--- src/rtl/vit_frame_ctrl.sv ---
`default_nettype none
// +----------------------------------------------------------------------+
// | Module   : vit_frame_ctrl                                            |
// | Brief    : Frame sequencer for vitDecoder: clear, feed, flush, emit. |
// | Option   : VIT_CTRL_WDOG_EN adds the FLUSH watchdog and oErr.        |
// | Revision : 1.0                                                       |
// +----------------------------------------------------------------------+
module vit_frame_ctrl #(
    parameter int LEN_W     = 12,
    parameter int CLR_CYC   = 2,
    parameter int FLUSH_MAX = 255
) (
    input  logic             iClk,
    input  logic             iRst,
    input  logic             iStart,
    input  logic [LEN_W-1:0] iLen,
    input  logic             iPairValid,
    input  logic [1:0]       iPair,
    output logic             oPairReady,
    output logic             oDecRst,
    output logic             oDecEN,
    output logic [1:0]       oDecData,
    input  logic             iDecData,
    input  logic             iDecValid,
    output logic             oBit,
    output logic             oBitValid,
    output logic             oBusy,
    output logic             oDone,
    output logic             oErr
);

    localparam int                 CLR_W      = (CLR_CYC > 1) ? $clog2(CLR_CYC) : 1;
    localparam logic [CLR_W-1:0]   c_clr_last = CLR_W'(CLR_CYC - 1);
    localparam logic [CLR_W-1:0]   c_clr_one  = CLR_W'(1);
    localparam logic [LEN_W-1:0]   c_len_one  = LEN_W'(1);

    typedef enum logic [2:0] {
        ST_IDLE  = 3'd0,
        ST_CLR   = 3'd1,
        ST_FEED  = 3'd2,
        ST_FLUSH = 3'd3,
        ST_DONE  = 3'd4
    } state_t;

    state_t           state;
    state_t           state_nxt;
    logic [LEN_W-1:0] len_r;
    logic [LEN_W-1:0] len_last;
    logic [LEN_W-1:0] in_cnt;
    logic [LEN_W-1:0] out_cnt;
    logic [CLR_W-1:0] clr_cnt;
    logic             dec_en_r;
    logic [1:0]       dec_data_r;
    logic             bit_r;
    logic             bit_valid_r;
    logic             done_r;
    logic             hs;
    logic             fwd;
    logic             last_bit;
    logic             flush_exit;
    logic             wdog_trip;

    assign len_last   = len_r - c_len_one;
    assign hs         = (state == ST_FEED) && iPairValid;
    // Bits beyond the frame length are traceback flush output and are dropped.
    assign fwd        = ((state == ST_FEED) || (state == ST_FLUSH)) && iDecValid
                        && (out_cnt != len_r);
    assign last_bit   = fwd && (out_cnt == len_last);
    // Exit on the same edge that registers the final bit.
    assign flush_exit = (out_cnt == len_r) || last_bit;

`ifdef VIT_CTRL_WDOG_EN
    localparam int                FL_W         = $clog2(FLUSH_MAX + 1);
    localparam logic [FL_W-1:0]   c_flush_last = FL_W'(FLUSH_MAX - 1);
    localparam logic [FL_W-1:0]   c_flush_one  = FL_W'(1);

    logic [FL_W-1:0] flush_cnt;
    logic            abort_r;
    logic            err_r;

    assign wdog_trip = (state == ST_FLUSH) && !flush_exit && (flush_cnt == c_flush_last);
    assign oErr      = err_r;

    always_ff @(posedge iClk) begin
        if (!iRst) begin
            flush_cnt <= '0;
            abort_r   <= 1'b0;
            err_r     <= 1'b0;
        end else begin
            flush_cnt <= (state == ST_FLUSH) ? flush_cnt + c_flush_one : '0;
            if (wdog_trip) begin
                abort_r <= 1'b1;
            end else if (state == ST_IDLE) begin
                abort_r <= 1'b0;
            end
            err_r <= (state == ST_DONE) && abort_r;
        end
    end
`else
    logic unused_flush_max;
    assign unused_flush_max = (FLUSH_MAX != 0);
    assign wdog_trip        = 1'b0;
    assign oErr             = 1'b0;
`endif

    always_ff @(posedge iClk) begin
        if (!iRst) begin
            state <= ST_IDLE;
        end else begin
            state <= state_nxt;
        end
    end

    always_comb begin
        state_nxt  = state;
        oDecRst    = 1'b0;
        oPairReady = 1'b0;
        oBusy      = (state != ST_IDLE);
        case (state)
            ST_IDLE: begin
                oDecRst = 1'b1;
                if (iStart) begin
                    state_nxt = (iLen == '0) ? ST_DONE : ST_CLR;
                end
            end
            ST_CLR: begin
                oDecRst = 1'b1;
                if (clr_cnt == c_clr_last) begin
                    state_nxt = ST_FEED;
                end
            end
            ST_FEED: begin
                oPairReady = 1'b1;
                if (hs && (in_cnt == len_last)) begin
                    state_nxt = ST_FLUSH;
                end
            end
            ST_FLUSH: begin
                if (flush_exit || wdog_trip) begin
                    state_nxt = ST_DONE;
                end
            end
            ST_DONE: begin
                state_nxt = ST_IDLE;
            end
            default: begin
                state_nxt = ST_IDLE;
            end
        endcase
    end

    always_ff @(posedge iClk) begin
        if (!iRst) begin
            len_r       <= '0;
            in_cnt      <= '0;
            out_cnt     <= '0;
            clr_cnt     <= '0;
            dec_en_r    <= 1'b0;
            dec_data_r  <= 2'b00;
            bit_r       <= 1'b0;
            bit_valid_r <= 1'b0;
            done_r      <= 1'b0;
        end else begin
            if (state == ST_IDLE) begin
                in_cnt  <= '0;
                out_cnt <= '0;
                if (iStart) begin
                    len_r <= iLen;
                end
            end else begin
                if (hs) begin
                    in_cnt <= in_cnt + c_len_one;
                end
                if (fwd) begin
                    out_cnt <= out_cnt + c_len_one;
                end
            end

            clr_cnt <= (state == ST_CLR) ? clr_cnt + c_clr_one : '0;

            // The decoder only advances on accepted pairs, so upstream gaps are harmless.
            if (state == ST_FEED) begin
                dec_en_r <= hs;
                if (hs) begin
                    dec_data_r <= iPair;
                end
            end else if (state == ST_FLUSH) begin
                dec_en_r   <= (state_nxt == ST_FLUSH);
                dec_data_r <= 2'b00;
            end else begin
                dec_en_r <= 1'b0;
            end

            bit_valid_r <= fwd;
            if (fwd) begin
                bit_r <= iDecData;
            end

            done_r <= (state == ST_DONE);
        end
    end

    assign oDecEN    = dec_en_r;
    assign oDecData  = dec_data_r;
    assign oBit      = bit_r;
    assign oBitValid = bit_valid_r;
    assign oDone     = done_r;

endmodule
`default_nettype wire

--- config.mk ---
export PLATFORM = sky130hd
export DESIGN_NAME = vit_frame_ctrl
export DESIGN_NICKNAME = d
export VERILOG_FILES = /design/src/rtl/vit_frame_ctrl.sv
export SDC_FILE = /design/constraint.sdc
export NUM_CORES = 1
export LEC_CHECK = 0
export CORE_ASPECT_RATIO = 0.8
export CORE_MARGIN = 5
export CORE_UTILIZATION = 55
export CTS_CLUSTER_DIAMETER = 100
export DETAILED_ROUTE_END_ITERATION = 6
export PLACE_DENSITY = 0.79
export SLEW_MARGIN = 20
export SYNTH_ARGS = -nofsm -noshare
export SYNTH_HDL_FRONTEND = slang
export SYNTH_SLANG_ARGS = --single-unit
--- constraint.sdc ---
create_clock -name iClk -period 3.15 [get_ports iClk]
set_clock_uncertainty 0.15 [all_clocks]
set_input_delay 0.4725 -clock iClk [delete_from_list [all_inputs] [get_ports iClk]]
set_output_delay 0.4725 -clock iClk [all_outputs]
set_load 0.02 [all_outputs]
-- Word level (Yosys, flattened, before mapping)
Cells that the tools add are included.
- bits in registers: 46
- bits in latches: 0
- RAM bits: 0
- bits in read-only memories: 0
- bits of input ports: 20
- output and inout port bits: 10
- logic and storage cells: 54
- memories kept: 0
- $add $sub $neg: 4
- $mul: 0
- divide/modulo/power cells: 0
- order comparisons: 0
- equal/unequal tests: 10
- shifts and indexed selects: 0
- mux-type cells: 13
- bitwise operators: 1
- reductions and logical operators: 16
- operators with widths (kind ; count):
    12-bit equality test ; 3
    12-bit by 1-bit adder with 12-bit output (second input constant) ; 2
    3-bit 2-to-1 mux ; 5
    12-bit zero test ; 1
    12-bit inequality test ; 1
    3-bit one-hot mux with 4 select lines ; 1
    12-bit by 1-bit subtractor with 12-bit output (second input constant) ; 1
    3-bit by 2-bit equality test with 1-bit output (second input constant) ; 3
    2-bit 2-to-1 mux ; 3
    2-bit AND reduction ; 3
    1-bit logical AND ; 5
    1-bit 2-to-1 mux ; 4
    2-bit OR reduction ; 2
    3-bit by 1-bit equality test with 1-bit output (second input constant) ; 1
    3-bit equality test (second input constant) ; 1
    3-bit zero test ; 1
    3-bit nonzero test ; 1
    1-bit logical OR ; 2
    2-bit inequality test (second input constant) ; 1
    2-bit nonzero test ; 1
    1-bit adder (second input constant) ; 1
    1-bit inverter ; 1

-- Depth between registers and ports, before layout
Gate-level depths: netlist of the first run.
- word-level depth: 11
- mapped depth: 11
- depth with buffers taken out: 9

-- Worst setup path after synthesis of the first run
No wires, ideal clock.
- path type: flip-flop to flip-flop
- from: reg len_r[2]
- to: reg state[0]
- library setup time: 74 ps
- data arrival time: 1994 ps
- data required time: 2926 ps
- slack: 931 ps
- stages on the path, launching flop included: 9
- path buffers: 1
- clock period less this slack: 2219 ps
- path through: dfxtp_1 > buf_4 > xor2_1 > or4_1 > nor3_2 > nor3_1 > a41o_1 > or2_1 > a31oi_1
- longest elaborated chain between the ends: 6
- elaborated cells between the ends (all ways): 12
- classes of those cells: add/sub (1); eq/ne (4); mux (3); reduce/logical (4)
- ends and longest elaborated chain (item ; RTL line ; source):
    from (decl) ; 47 ; logic [LEN_W-1:0] len_r;
    from (signal assigned) ; 168 ; len_r <= iLen;
    12-bit by 1-bit subtractor with 12-bit output or 12-bit inequality test (tied branches) ; 63, 67 ;
    12-bit equality test or 1-bit logical AND (tied branches) ; 68, 67 ;
    1-bit logical AND ; 68 ; assign last_bit = fwd && (out_cnt == len_last);
    1-bit logical OR ; 70 ; assign flush_exit = (out_cnt == len_r) || last_bit;
    3-bit 2-to-1 mux ; 139 ; if (flush_exit || wdog_trip) begin
    3-bit one-hot mux with 4 select lines * ; 119 ; case (state)
    to (signal assigned) ; 110 ; state <= state_nxt;
    to (decl) ; 45 ; state_t state;
Every way passes the cells marked *; elsewhere a longest branch is shown, timed or not.
A chain may end at the register's enable or synchronous reset.

-- Worst setup path after layout of the first run
- from: reg state[1]
- to: out oPairReady
- longest elaborated chain between the ends: 2
- ends and longest elaborated chain (item ; RTL line ; source):
    3-bit by 2-bit equality test with 1-bit output ; 119 ;
    1-bit 2-to-1 mux ; 119 ;
    to (decl) ; 19 ; output logic oPairReady,
No other way between the ends.

==> results of run 1 <==
-- sequential cells by signal, indices dropped and copies added (netlist names) --
name       cells
len_r         12
oDone          1
oBitValid      1
state          3
oDecEN         1
oBit           1
out_cnt       12
in_cnt        12
oDecData       2
clr_cnt        1
-- routing by layer --
layer,share of wire,GRT usage,wire (µm)
met2,0.46,0.312,2720
met3,0.046,0.0396,276
met5,0,0,0
met4,0.0082,0.0422,49
met1,0.49,0.279,2890
-- synth_stat cells, drive strengths merged, types with 4 or more instances --
cell	instances	share of area
a21oi	11	0.022
nor3	6	0.016
a31oi	4	0.0098
and3	8	0.020
nor4	7	0.022
xnor2	28	0.096
buf	7	0.016
a21boi	16	0.047
nor2	25	0.037
o21ai	8	0.016
nand4	8	0.020
or3	7	0.017
clkbuf	9	0.013
xor2	28	0.096
dfxtp	46	0.36
nand2	50	0.074
nand3	6	0.012
nor2b	4	0.0098
-- cell type report --
cell class                      instances  share of cell area
Multi-Input combinational cell        243               0.516
Sequential cell                        46               0.307
Timing Repair Buffer                   31               0.101
Clock buffer                            6              0.0275
Tap cell                               60              0.0250
Clock inverter                          2              0.0200
Inverter                                3             0.00375
-- worst min path at each step --
stage                  endpoint  depth (start not counted)        start  slack [ns]
floorplan                 oDone                          1     state[1]        0.33
global placement    oDecData[1]                          2  oDecData[1]        0.32
detailed placement  oDecData[1]                          2  oDecData[1]        0.33
CTS                 oDecData[1]                          2  oDecData[1]        0.34
global route        oDecData[1]                          2  oDecData[1]        0.36
finish              oDecData[0]                          2  oDecData[0]        0.34
-- power breakdown --
part | total (mW) | internal (mW) | switching, mW | leakage, nW
logic | 0.239 | 0.116 | 0.123 | 0.643
clock network | 0.542 | 0.338 | 0.203 | 0.0714
registers | 0.624 | 0.595 | 0.0289 | 0.373
total | 1.40 | 1.05 | 0.355 | 1.09
-- worst reg2reg max path, delay by kind of cell, from the launching register on --
kind	cells	cell delay (ns)
AND/OR/NAND/NOR	3	1.17
AO/OA/AOI/OAI	4	0.67
flip-flops	1	0.43
-- stage by stage --
step	utilization	worst slack, ns
after floorplan	-	0.931
after global placement	0.629	0.595
after detailed placement	0.629	0.581
after CTS	0.660	0.611
after global routing	0.660	0.368
final	0.660	0.602
-- cell families (layout without fill, tap and decap cells) --
logic type / count (synthesis) / in the layout / share of synthesized area
other: 1 / 1 / 0.00147
multiplexers: 2 / 2 / 0.00784
AO/OA/AOI/OAI: 46 / 46 / 0.120
adder cells (fa/ha/maj): 3 / 3 / 0.0147
buffers and inverters: 19 / 42 / 0.0333
AND/OR/NAND/NOR: 135 / 135 / 0.270
XOR/XNOR: 56 / 56 / 0.192
flip-flops: 46 / 46 / 0.361
-- cell usage in the layout, fill, tap and decap left out, types with 2 or more instances in the layout --
| cell type | count |
|---|---|
| sky130_fd_sc_hd__a21oi_1 | 11 |
| sky130_fd_sc_hd__a31oi_1 | 4 |
| sky130_fd_sc_hd__bufinv_16 | 2 |
| sky130_fd_sc_hd__nor2_1 | 25 |
| sky130_fd_sc_hd__and3_1 | 8 |
| sky130_fd_sc_hd__nor4bb_1 | 2 |
| sky130_fd_sc_hd__xor2_1 | 28 |
| sky130_fd_sc_hd__nor4_2 | 2 |
| sky130_fd_sc_hd__or3_1 | 7 |
| sky130_fd_sc_hd__nand4_1 | 8 |
| sky130_fd_sc_hd__clkbuf_8 | 6 |
| sky130_fd_sc_hd__nand3_1 | 6 |
| sky130_fd_sc_hd__mux2i_1 | 2 |
| sky130_fd_sc_hd__a311oi_1 | 2 |
| sky130_fd_sc_hd__nor3_1 | 4 |
| sky130_fd_sc_hd__dfxtp_1 | 46 |
| sky130_fd_sc_hd__nor3_2 | 2 |
| sky130_fd_sc_hd__o21ai_1 | 3 |
| sky130_fd_sc_hd__a21boi_1 | 2 |
| sky130_fd_sc_hd__nor2b_1 | 4 |
| sky130_fd_sc_hd__xnor2_1 | 28 |
| sky130_fd_sc_hd__nand2_1 | 50 |
| sky130_fd_sc_hd__inv_1 | 3 |
| sky130_fd_sc_hd__nor4_1 | 5 |
| sky130_fd_sc_hd__a21boi_0 | 14 |
| sky130_fd_sc_hd__ha_1 | 3 |
| sky130_fd_sc_hd__or4_1 | 2 |
| sky130_fd_sc_hd__clkdlybuf4s50_1 | 28 |
| sky130_fd_sc_hd__o21ai_0 | 5 |
| sky130_fd_sc_hd__buf_4 | 3 |
==> run_summary.xml, run 1 <==
<?xml version="1.0" encoding="UTF-8"?>
<metrics>
  <group name="die">
    <metric name="chipWidth" unit="µm">86.2</metric>
    <metric name="core.rowCount" unit="">22</metric>
    <metric name="io_pins" unit="">30</metric>
    <metric name="core_area" unit="mm²">0.00454</metric>
    <metric name="start_util" unit="">0.562</metric>
    <metric name="fp.dieH" unit="µm">70.9</metric>
    <metric name="dieArea" unit="mm²">0.00611</metric>
  </group>
  <group name="setup_path">
    <metric name="cpLargestDelayFamily" unit="">buffers and inverters</metric>
    <metric name="worst_r2r_endpoint" unit="">state[1]</metric>
    <metric name="critical_path_cell_count" unit="">3</metric>
    <metric name="crit_path_end" unit="">oPairReady</metric>
    <metric name="crit_type" unit="">flip-flop to primary output</metric>
    <metric name="critical-path-slowest-cell" unit="">sky130_fd_sc_hd__clkdlybuf4s50_1</metric>
    <metric name="slowest_delay" unit="ns">0.62</metric>
    <metric name="path_cells" unit="">nor2b_1, nor2b_1, clkdlybuf4s50_1</metric>
    <metric name="worst-path-max-fanout" unit="">7</metric>
    <metric name="dominant_cell_type_by_count_on_the_critical_path" unit="">sky130_fd_sc_hd__nor2b_1</metric>
    <metric name="timing.critical_path.to_type" unit="">primary output</metric>
    <metric name="rr_startpoint" unit="">len_r[2]</metric>
    <metric name="crit_start" unit="">state[1]</metric>
    <metric name="critical_path_arrival" unit="ns">1.93</metric>
    <metric name="worst-r2r-cell-count" unit="">7</metric>
    <metric name="critPathBufInv" unit="">1</metric>
    <metric name="critPathRequiredTime" unit="ns">2.53</metric>
    <metric name="regToRegSetupSlack" unit="ns">0.64</metric>
    <metric name="timing.critical_path.from_type" unit="">flip-flop</metric>
  </group>
  <group name="sta">
    <metric name="tns" unit="ns">0</metric>
    <metric name="grt_setup_unrepaired" unit="">false</metric>
    <metric name="layout_min_cycle_time" unit="ns">2.55</metric>
    <metric name="max_freq" unit="GHz">0.392</metric>
    <metric name="timing.slew.headroom" unit="">0.466</metric>
    <metric name="finalHoldViolCount" unit="">0</metric>
    <metric name="setup_viol" unit="">0</metric>
    <metric name="post-route-period-util" unit="">0.809</metric>
    <metric name="hold_slack" unit="ns">0.344</metric>
    <metric name="maxSlewViolCount" unit="">0</metric>
    <metric name="timing_worst_slew_pin_value" unit="ns">0.798</metric>
  </group>
  <group name="synthesis">
    <metric name="synth_edf_count" unit="">0</metric>
    <metric name="ys_async_sr_fraction" unit="">0</metric>
    <metric name="synth_cell_type_count" unit="">45</metric>
    <metric name="seq_area_frac_synth" unit="">0.361</metric>
    <metric name="postSynth.topFlopCell" unit="">sky130_fd_sc_hd__dfxtp_1</metric>
    <metric name="post_synth.cell_area_avg" unit="µm²">8.29</metric>
    <metric name="post_synthesis_instance_area" unit="mm²">0.00255</metric>
    <metric name="yosys_register_bits" unit="">46</metric>
    <metric name="synthesized_instance_count" unit="">308</metric>
    <metric name="synthesis.nets" unit="">331</metric>
    <metric name="yosys_warnings" unit="">0</metric>
  </group>
  <group name="worst_hold_path">
    <metric name="hold_path.class" unit="">flip-flop to flip-flop</metric>
  </group>
  <group name="pwr">
    <metric name="power-per-cell-area" unit="mW/mm²">468</metric>
    <metric name="design_power_total" unit="mW">1.40</metric>
    <metric name="static-leakage-power" unit="nW">1.09</metric>
    <metric name="worst_ir_drop_vdd" unit="mV">0.301</metric>
  </group>
  <group name="clock_tree">
    <metric name="cts_tree" unit="">built</metric>
    <metric name="ctsHtreeMaxLevel" unit="">2</metric>
    <metric name="ctsLongestPathBuffers" unit="">2</metric>
    <metric name="cts_repair_resize_count" unit="">0</metric>
    <metric name="cts_setup_buffers" unit="">0</metric>
    <metric name="cts-buffers-inserted" unit="">5</metric>
    <metric name="clk-insertion-delay-late" unit="ns">0.30</metric>
    <metric name="tritoncts_num_sinks" unit="">46</metric>
    <metric name="clk_pin_slew_worst_paths" unit="ns">0.09</metric>
    <metric name="hold_buffers" unit="">0</metric>
    <metric name="root_buffer_cell" unit="">sky130_fd_sc_hd__clkbuf_8</metric>
  </group>
  <group name="final_layout">
    <metric name="area_growth" unit="%">17.5</metric>
    <metric name="multi_input_gate_area" unit="mm²">0.00155</metric>
    <metric name="design.final.nets" unit="">353</metric>
    <metric name="post-route-cell-area" unit="mm²">0.00300</metric>
    <metric name="post_route_cells_drive_above_1_share" unit="">0.0514</metric>
    <metric name="register_area" unit="µm²">921</metric>
    <metric name="final-instance-count-excl-fill" unit="">391</metric>
    <metric name="fill_cells" unit="">401</metric>
    <metric name="antenna_cells" unit="">0</metric>
  </group>
  <group name="global_route">
    <metric name="grt_antenna_before_repair" unit="">0</metric>
    <metric name="grt_start_max_net_pins" unit="">25</metric>
    <metric name="globalRouteOverflowTotal" unit="">0</metric>
    <metric name="global_route_wire_length_before_repair" unit="µm">9720</metric>
    <metric name="via_count_of_the_first_global_routing_pass" unit="">2046</metric>
    <metric name="overall_fraction_of_global_route_tracks_in_use" unit="">0.198</metric>
  </group>
  <group name="detailed_routing">
    <metric name="detail-route-antenna-nets" unit="">0</metric>
    <metric name="wire_per_inst" unit="µm">15.2</metric>
    <metric name="routed-via-count" unit="">2194</metric>
    <metric name="drt_first_iter_violations" unit="">158</metric>
    <metric name="detail_route.first_pass.iterations" unit="">4</metric>
    <metric name="routed_wl" unit="µm">5940</metric>
    <metric name="detail_route.vias_per_cell" unit="">5.61</metric>
    <metric name="post-route-drc-count" unit="">0</metric>
  </group>
  <group name="run">
    <metric name="max_cap_violations" unit="">0</metric>
  </group>
  <group name="place">
    <metric name="placement.cell_area" unit="mm²">0.00286</metric>
    <metric name="place_hpwl" unit="µm">4570</metric>
    <metric name="globalplace.congestion" unit="">0.846</metric>
    <metric name="portBuffers" unit="">28</metric>
    <metric name="number_of_placed_instances_taps_included" unit="">383</metric>
  </group>
  <group name="status">
    <metric name="result_of_the_run" unit="">complete, no violations</metric>
  </group>
</metrics>
No activity file was read; power rests on OpenSTA's default activity.
==> run 2: changes to the inputs <==
==> constraint.sdc (replaced) <==
create_clock -name iClk -period 2.4 [get_ports iClk]
set_clock_uncertainty 0.15 [all_clocks]
set_input_delay 0.36 -clock iClk [delete_from_list [all_inputs] [get_ports iClk]]
set_output_delay 0.36 -clock iClk [all_outputs]
set_load 0.02 [all_outputs]
==> run 2 against run 1 <==
  * Largest power group unchanged
  * Cell count is 6.4% higher
  * Largest cell class unchanged
  * Sequential power is 29% higher
  * Hold slack worse by 0.0092 ns
  * Non-clock buffer count is 26 higher
  * Utilization is 4.5 points higher
  * Critical path depth is 4 higher
  * Clock-buffer cell count stayed put
==> run_summary.xml, run 2 (synthesis gave the netlist of run 1 again) <==
<?xml version="1.0" encoding="UTF-8"?>
<metrics>
  <group name="run">
    <metric name="max_cap_violations" unit="">0</metric>
  </group>
  <group name="clock_tree">
    <metric name="ctsHtreeMaxLevel" unit="">2</metric>
    <metric name="cts_tree" unit="">built</metric>
    <metric name="clk_pin_slew_worst_paths" unit="ns">0.09</metric>
    <metric name="cts_setup_buffers" unit="">0</metric>
    <metric name="root_buffer_cell" unit="">sky130_fd_sc_hd__clkbuf_8</metric>
    <metric name="ctsLongestPathBuffers" unit="">2</metric>
    <metric name="tritoncts_num_sinks" unit="">46</metric>
    <metric name="clk-insertion-delay-late" unit="ns">0.30</metric>
    <metric name="cts-buffers-inserted" unit="">5</metric>
    <metric name="hold_buffers" unit="">0</metric>
  </group>
  <group name="sta">
    <metric name="hold_slack" unit="ns">0.335</metric>
    <metric name="setup_viol" unit="">0</metric>
    <metric name="layout_min_cycle_time" unit="ns">2.33</metric>
    <metric name="finalHoldViolCount" unit="">0</metric>
    <metric name="least_setup_slack_across_all_paths_after_layout" unit="ns">0.0705</metric>
    <metric name="post-route-period-util" unit="">0.971</metric>
    <metric name="max_freq" unit="GHz">0.429</metric>
    <metric name="maxSlewViolCount" unit="">0</metric>
  </group>
  <group name="die">
    <metric name="dieArea" unit="mm²">0.00611</metric>
    <metric name="io_pins" unit="">30</metric>
    <metric name="fp.dieH" unit="µm">70.9</metric>
    <metric name="chipWidth" unit="µm">86.2</metric>
    <metric name="core_area" unit="mm²">0.00454</metric>
    <metric name="core.rowCount" unit="">22</metric>
    <metric name="start_util" unit="">0.562</metric>
  </group>
  <group name="place">
    <metric name="globalplace.congestion" unit="">0.889</metric>
    <metric name="dpl_worst_slack" unit="ns">0.0207</metric>
    <metric name="portBuffers" unit="">28</metric>
    <metric name="place_hpwl" unit="µm">4960</metric>
  </group>
  <group name="final_layout">
    <metric name="final_util" unit="">0.705</metric>
    <metric name="area_growth" unit="%">25.4</metric>
    <metric name="design.final.nets" unit="">379</metric>
    <metric name="final_cell_mix" unit="">50 x sky130_fd_sc_hd__nand2_1, 45 x sky130_fd_sc_hd__dfxtp_1, 29 x sky130_fd_sc_hd__buf_4</metric>
    <metric name="antenna_cells" unit="">0</metric>
    <metric name="largestRegisters" unit="">in_cnt (12), len_r (12), out_cnt (12)</metric>
    <metric name="post_route_cells_drive_above_1_share" unit="">0.135</metric>
    <metric name="final_common_cell" unit="">sky130_fd_sc_hd__nand2_1</metric>
  </group>
  <group name="detailed_routing">
    <metric name="wire_per_inst" unit="µm">15.5</metric>
    <metric name="detail_route.vias_per_cell" unit="">5.58</metric>
    <metric name="post-route-drc-count" unit="">0</metric>
    <metric name="detail_route.first_pass.iterations" unit="">5</metric>
    <metric name="routed-via-count" unit="">2321</metric>
    <metric name="drt_first_iter_violations" unit="">183</metric>
    <metric name="routed_wl" unit="µm">6430</metric>
    <metric name="detail-route-antenna-nets" unit="">0</metric>
  </group>
  <group name="status">
    <metric name="result_of_the_run" unit="">complete, no violations</metric>
  </group>
  <group name="global_route">
    <metric name="overall_fraction_of_global_route_tracks_in_use" unit="">0.209</metric>
    <metric name="globalRouteOverflowTotal" unit="">0</metric>
    <metric name="via_count_of_the_first_global_routing_pass" unit="">2107</metric>
    <metric name="global_route_wire_length_before_repair" unit="µm">10100</metric>
    <metric name="grt_start_max_net_pins" unit="">25</metric>
    <metric name="grt_antenna_before_repair" unit="">0</metric>
  </group>
  <group name="pwr">
    <metric name="design_power_total" unit="mW">1.79</metric>
    <metric name="static-leakage-power" unit="nW">1.22</metric>
    <metric name="power-per-cell-area" unit="mW/mm²">558</metric>
    <metric name="worst_ir_drop_vdd" unit="mV">0.413</metric>
  </group>
  <group name="worst_hold_path">
    <metric name="min_delay_path_depth" unit="">2</metric>
    <metric name="hold_path.class" unit="">flip-flop to flip-flop</metric>
  </group>
  <group name="setup_path">
    <metric name="critPathRequiredTime" unit="ns">2.49</metric>
    <metric name="timing.critical_path.from_type" unit="">flip-flop</metric>
    <metric name="worst-r2r-cell-count" unit="">7</metric>
    <metric name="crit_type" unit="">flip-flop to flip-flop</metric>
    <metric name="timing.critical_path.to_type" unit="">flip-flop</metric>
    <metric name="critical_path_arrival" unit="ns">2.42</metric>
    <metric name="worst-path-max-fanout" unit="">5</metric>
  </group>
</metrics>
==> run 2: changes by cell type in the layout (fill, tap and decap cells not counted), sizes merged <==
cell,before,now
clkdlybuf4s50,28,27
dlygate4sd2,0,1
bufinv,2,1
buf,3,29
==> run 2: per-layer routing <==
metal	wire, µm	share of wire	global-route usage	up-vias
met1	2970	0.46	0.287	1078
met4	113	0.018	0.0668	0
met2	2940	0.46	0.332	75
li1	-	-	-	1154
met3	409	0.064	0.0396	14
met5	0	0	0	-
==> run 2: critical path, cell delays in order (launching register included) <==
cell	delay, ns
sky130_fd_sc_hd__dfxtp_1	0.46
sky130_fd_sc_hd__xor2_1	0.14
sky130_fd_sc_hd__or4_1	0.55
sky130_fd_sc_hd__nor3_4	0.22
sky130_fd_sc_hd__nor3_1	0.09
sky130_fd_sc_hd__a41o_1	0.26
sky130_fd_sc_hd__or2_1	0.23
sky130_fd_sc_hd__a31oi_1	0.16
==> run 2: cell type report <==
cell class	count	area (µm²)
clock buffer	6	82.6
clock inverter	1	30.0
fill	362	1340
inverter	3	11.3
multi-input combinational	243	1580
sequential	46	922
tap	60	75.1
timing repair buffer	57	497
==> run 2: report_power, final <==
| group | total (mW) | switching (mW) | internal [mW] | leakage (nW) |
|---|---|---|---|---|
| sequential | 0.808 | 0.0272 | 0.781 | 0.373 |
| clock | 0.587 | 0.254 | 0.333 | 0.0573 |
| combinational | 0.390 | 0.195 | 0.195 | 0.787 |
| total | 1.79 | 0.476 | 1.31 | 1.22 |
==> run 2: repair_timing <==
action | in CTS | in global routing
endpoints found under the setup margin | 1 | 4
gates resized for setup | 1 | 8
cloned | 0 | 0
==> run 2: path summary, 6_finish.rpt <==
path,to,slack [ns],start
hold / removal,oDecData[0],0.33,oDecData[0]
hold reg to reg,oDecData[0],0.33,oDecData[0]
setup reg to reg,state[0],0.07,len_r[6]
setup / recovery,state[0],0.07,len_r[6]
==> run 2: through the flow <==
step                cells  instance area (µm²)  setup TNS (ns)
global placement      409                 3050               0
finish                416                 3200               0
floorplan             308                 2550               0
CTS                   416                 3160               0
global route          416                 3200        -0.00501
detailed placement    409                 3050               0
==> run 3: changes to the inputs <==
==> constraint.sdc (replaced) <==
create_clock -name iClk -period 2.4 [get_ports iClk]
set_clock_uncertainty 0.15 [all_clocks]
set_input_delay 0.36 -clock iClk [delete_from_list [all_inputs] [get_ports iClk]]
set_output_delay 0.36 -clock iClk [all_outputs]
set_load 0.1 [all_outputs]
==> run 3 against run 2 <==
  * Cell area is 0.66% lower
  * Critical path type unchanged
  * Die area stayed put
  * Hold slack better by 0.0052 ns
  * Utilization is 0.47 points lower
  * Combinational power is 9.0% higher
  * Sequential cell count stayed put
  * Largest power group unchanged
  * Register-to-register slack better by 0.03 ns
  * Cell count is 0.48% higher
  * First-iteration DRC count is 2.2% lower
  * Total power is 2.6% lower
  * Worst setup slack better by 0.026 ns
  * Maximum frequency is 1.1% higher
==> run_summary.xml, run 3 (synthesis gave the netlist of run 1 again) <==
<?xml version="1.0" encoding="UTF-8"?>
<metrics>
  <group name="clock_tree">
    <metric name="cts_tree" unit="">built</metric>
    <metric name="tritoncts_num_sinks" unit="">46</metric>
    <metric name="cts-buffers-inserted" unit="">5</metric>
    <metric name="ctsHtreeMaxLevel" unit="">2</metric>
    <metric name="cts_setup_buffers" unit="">0</metric>
    <metric name="clk_pin_slew_worst_paths" unit="ns">0.09</metric>
    <metric name="root_buffer_cell" unit="">sky130_fd_sc_hd__clkbuf_8</metric>
    <metric name="clk-insertion-delay-late" unit="ns">0.31</metric>
    <metric name="ctsLongestPathBuffers" unit="">2</metric>
  </group>
  <group name="die">
    <metric name="io_pins" unit="">30</metric>
    <metric name="fp.dieH" unit="µm">70.9</metric>
    <metric name="core.rowCount" unit="">22</metric>
    <metric name="start_util" unit="">0.562</metric>
    <metric name="core_area" unit="mm²">0.00454</metric>
    <metric name="chipWidth" unit="µm">86.2</metric>
    <metric name="dieArea" unit="mm²">0.00611</metric>
  </group>
  <group name="global_route">
    <metric name="globalRouteOverflowTotal" unit="">0</metric>
    <metric name="overall_fraction_of_global_route_tracks_in_use" unit="">0.219</metric>
    <metric name="global_route_wire_length_before_repair" unit="µm">10600</metric>
    <metric name="grt_start_max_net_pins" unit="">25</metric>
    <metric name="via_count_of_the_first_global_routing_pass" unit="">2222</metric>
    <metric name="grt_antenna_before_repair" unit="">0</metric>
  </group>
  <group name="setup_path">
    <metric name="timing.critical_path.from_type" unit="">flip-flop</metric>
    <metric name="timing.critical_path.to_type" unit="">flip-flop</metric>
    <metric name="worst-path-max-fanout" unit="">5</metric>
    <metric name="crit_type" unit="">flip-flop to flip-flop</metric>
    <metric name="critical_path_arrival" unit="ns">2.40</metric>
    <metric name="regToRegSetupSlack" unit="ns">0.1</metric>
    <metric name="critPathRequiredTime" unit="ns">2.49</metric>
  </group>
  <group name="sta">
    <metric name="post-route-period-util" unit="">0.960</metric>
    <metric name="maxSlewViolCount" unit="">0</metric>
    <metric name="setup_viol" unit="">0</metric>
    <metric name="finalHoldViolCount" unit="">0</metric>
    <metric name="grt_setup_unrepaired" unit="">false</metric>
    <metric name="hold_slack" unit="ns">0.340</metric>
    <metric name="tns" unit="ns">0</metric>
    <metric name="max_freq" unit="GHz">0.434</metric>
    <metric name="layout_min_cycle_time" unit="ns">2.30</metric>
  </group>
  <group name="pwr">
    <metric name="static-leakage-power" unit="nW">1.23</metric>
    <metric name="power-per-cell-area" unit="mW/mm²">547</metric>
    <metric name="worst_ir_drop_vdd" unit="mV">0.357</metric>
  </group>
  <group name="final_layout">
    <metric name="design.final.nets" unit="">380</metric>
    <metric name="post_route_cells_drive_above_1_share" unit="">0.173</metric>
    <metric name="largestRegisters" unit="">in_cnt (12), len_r (12), out_cnt (12)</metric>
    <metric name="antenna_cells" unit="">0</metric>
    <metric name="fill_cells" unit="">385</metric>
    <metric name="final_common_cell" unit="">sky130_fd_sc_hd__nand2_1</metric>
    <metric name="area_growth" unit="%">24.6</metric>
    <metric name="final_cell_mix" unit="">50 x sky130_fd_sc_hd__nand2_1, 41 x sky130_fd_sc_hd__dfxtp_1, 38 x sky130_fd_sc_hd__buf_4</metric>
    <metric name="post-route-cell-area" unit="mm²">0.00318</metric>
  </group>
  <group name="detailed_routing">
    <metric name="detailroute.wirelength.met3" unit="µm">258</metric>
    <metric name="drt_first_iter_violations" unit="">179</metric>
    <metric name="routed-via-count" unit="">2285</metric>
    <metric name="detail_route.vias_per_cell" unit="">5.47</metric>
    <metric name="met2RoutedLength" unit="µm">2970</metric>
    <metric name="routed.top_layer" unit="">met4</metric>
    <metric name="drt-met1-wl" unit="µm">3070</metric>
    <metric name="detail_route.first_pass.iterations" unit="">4</metric>
    <metric name="routed_wl" unit="µm">6360</metric>
    <metric name="detail-route-antenna-nets" unit="">0</metric>
    <metric name="post-route-drc-count" unit="">0</metric>
    <metric name="wire_per_inst" unit="µm">15.2</metric>
  </group>
  <group name="worst_hold_path">
    <metric name="hold_path.class" unit="">flip-flop to flip-flop</metric>
  </group>
  <group name="place">
    <metric name="globalplace.congestion" unit="">0.852</metric>
    <metric name="place_hpwl" unit="µm">4870</metric>
    <metric name="placement.cell_area" unit="mm²">0.00305</metric>
    <metric name="portBuffers" unit="">28</metric>
  </group>
  <group name="status">
    <metric name="result_of_the_run" unit="">complete, no violations</metric>
  </group>
  <group name="run">
    <metric name="max_cap_violations" unit="">0</metric>
  </group>
</metrics>
## run 3: cell types whose count changed in the layout (fill, tap and decap cells not counted), moves of 4 or more
cell	previous run	this run
sky130_fd_sc_hd__dfxtp_2	1	5
sky130_fd_sc_hd__clkdlybuf4s50_1	27	19
sky130_fd_sc_hd__dfxtp_1	45	41
sky130_fd_sc_hd__buf_4	29	38
## run 3: worst paths after layout
check / depth (start not counted) / endpoint / from
min: 2 / oDecData[0] / oDecData[0]
min reg2reg: 2 / oDecData[0] / oDecData[0]
max reg2reg: 7 / state[0] / len_r[0]
max: 7 / state[0] / len_r[0]
## run 3: worst max-delay path: stages (launching register included)
cell and delay, ns:
sky130_fd_sc_hd__dfxtp_2 0.35, sky130_fd_sc_hd__xor2_1 0.18, sky130_fd_sc_hd__or4_4 0.57, sky130_fd_sc_hd__nor3_4 0.27, sky130_fd_sc_hd__nor3_1 0.09, sky130_fd_sc_hd__a41o_1 0.23, sky130_fd_sc_hd__or2_1 0.24, sky130_fd_sc_hd__a31oi_1 0.16
## run 3: report_power, final
group          internal, mW  leakage (nW)  switching (mW)
clock                 0.232        0.0472           0.276
combinational         0.198         0.806           0.226
sequential            0.782         0.375          0.0253
total                  1.21          1.23           0.527
## run 3: stage by stage
step | power (mW) | util | setup WS, ns | instances
2_1_floorplan | 1.09 | - | 0.0736 | 308
3_3_place_gp | 1.22 | 0.672 | 0.0556 | 410
3_5_place_dp | 1.23 | 0.672 | 0.0205 | 410
4_1_cts | 1.74 | 0.694 | 0.0185 | 418
5_1_grt | 1.81 | 0.700 | 0.00429 | 418
6_report | 1.74 | 0.700 | 0.0962 | 418
## run 3: final cells by class
| cell class | count | area [µm²] | area share |
|---|---|---|---|
| clock buffer | 6 | 82.6 | 0.0260 |
| clock inverter | 2 | 12.5 | 0.00393 |
| inverter | 3 | 11.3 | 0.00354 |
| multi-input combinational | 243 | 1580 | 0.496 |
| sequential | 46 | 927 | 0.292 |
| tap | 60 | 75.1 | 0.0236 |
| timing repair buffer | 58 | 495 | 0.156 |
## run 3: metal layers
layer,up-vias,global-route usage
li1,1151,-
met1,1092,0.312
met2,35,0.340
met3,7,0.0489
met4,0,0.0422
met5,-,0
## run 3: repair_timing
item                       in CTS  in global routing
gates resized for setup         1                  9
hold buffers                    0                  0
setup endpoints to repair       1                  9
pin swaps                       0                  2
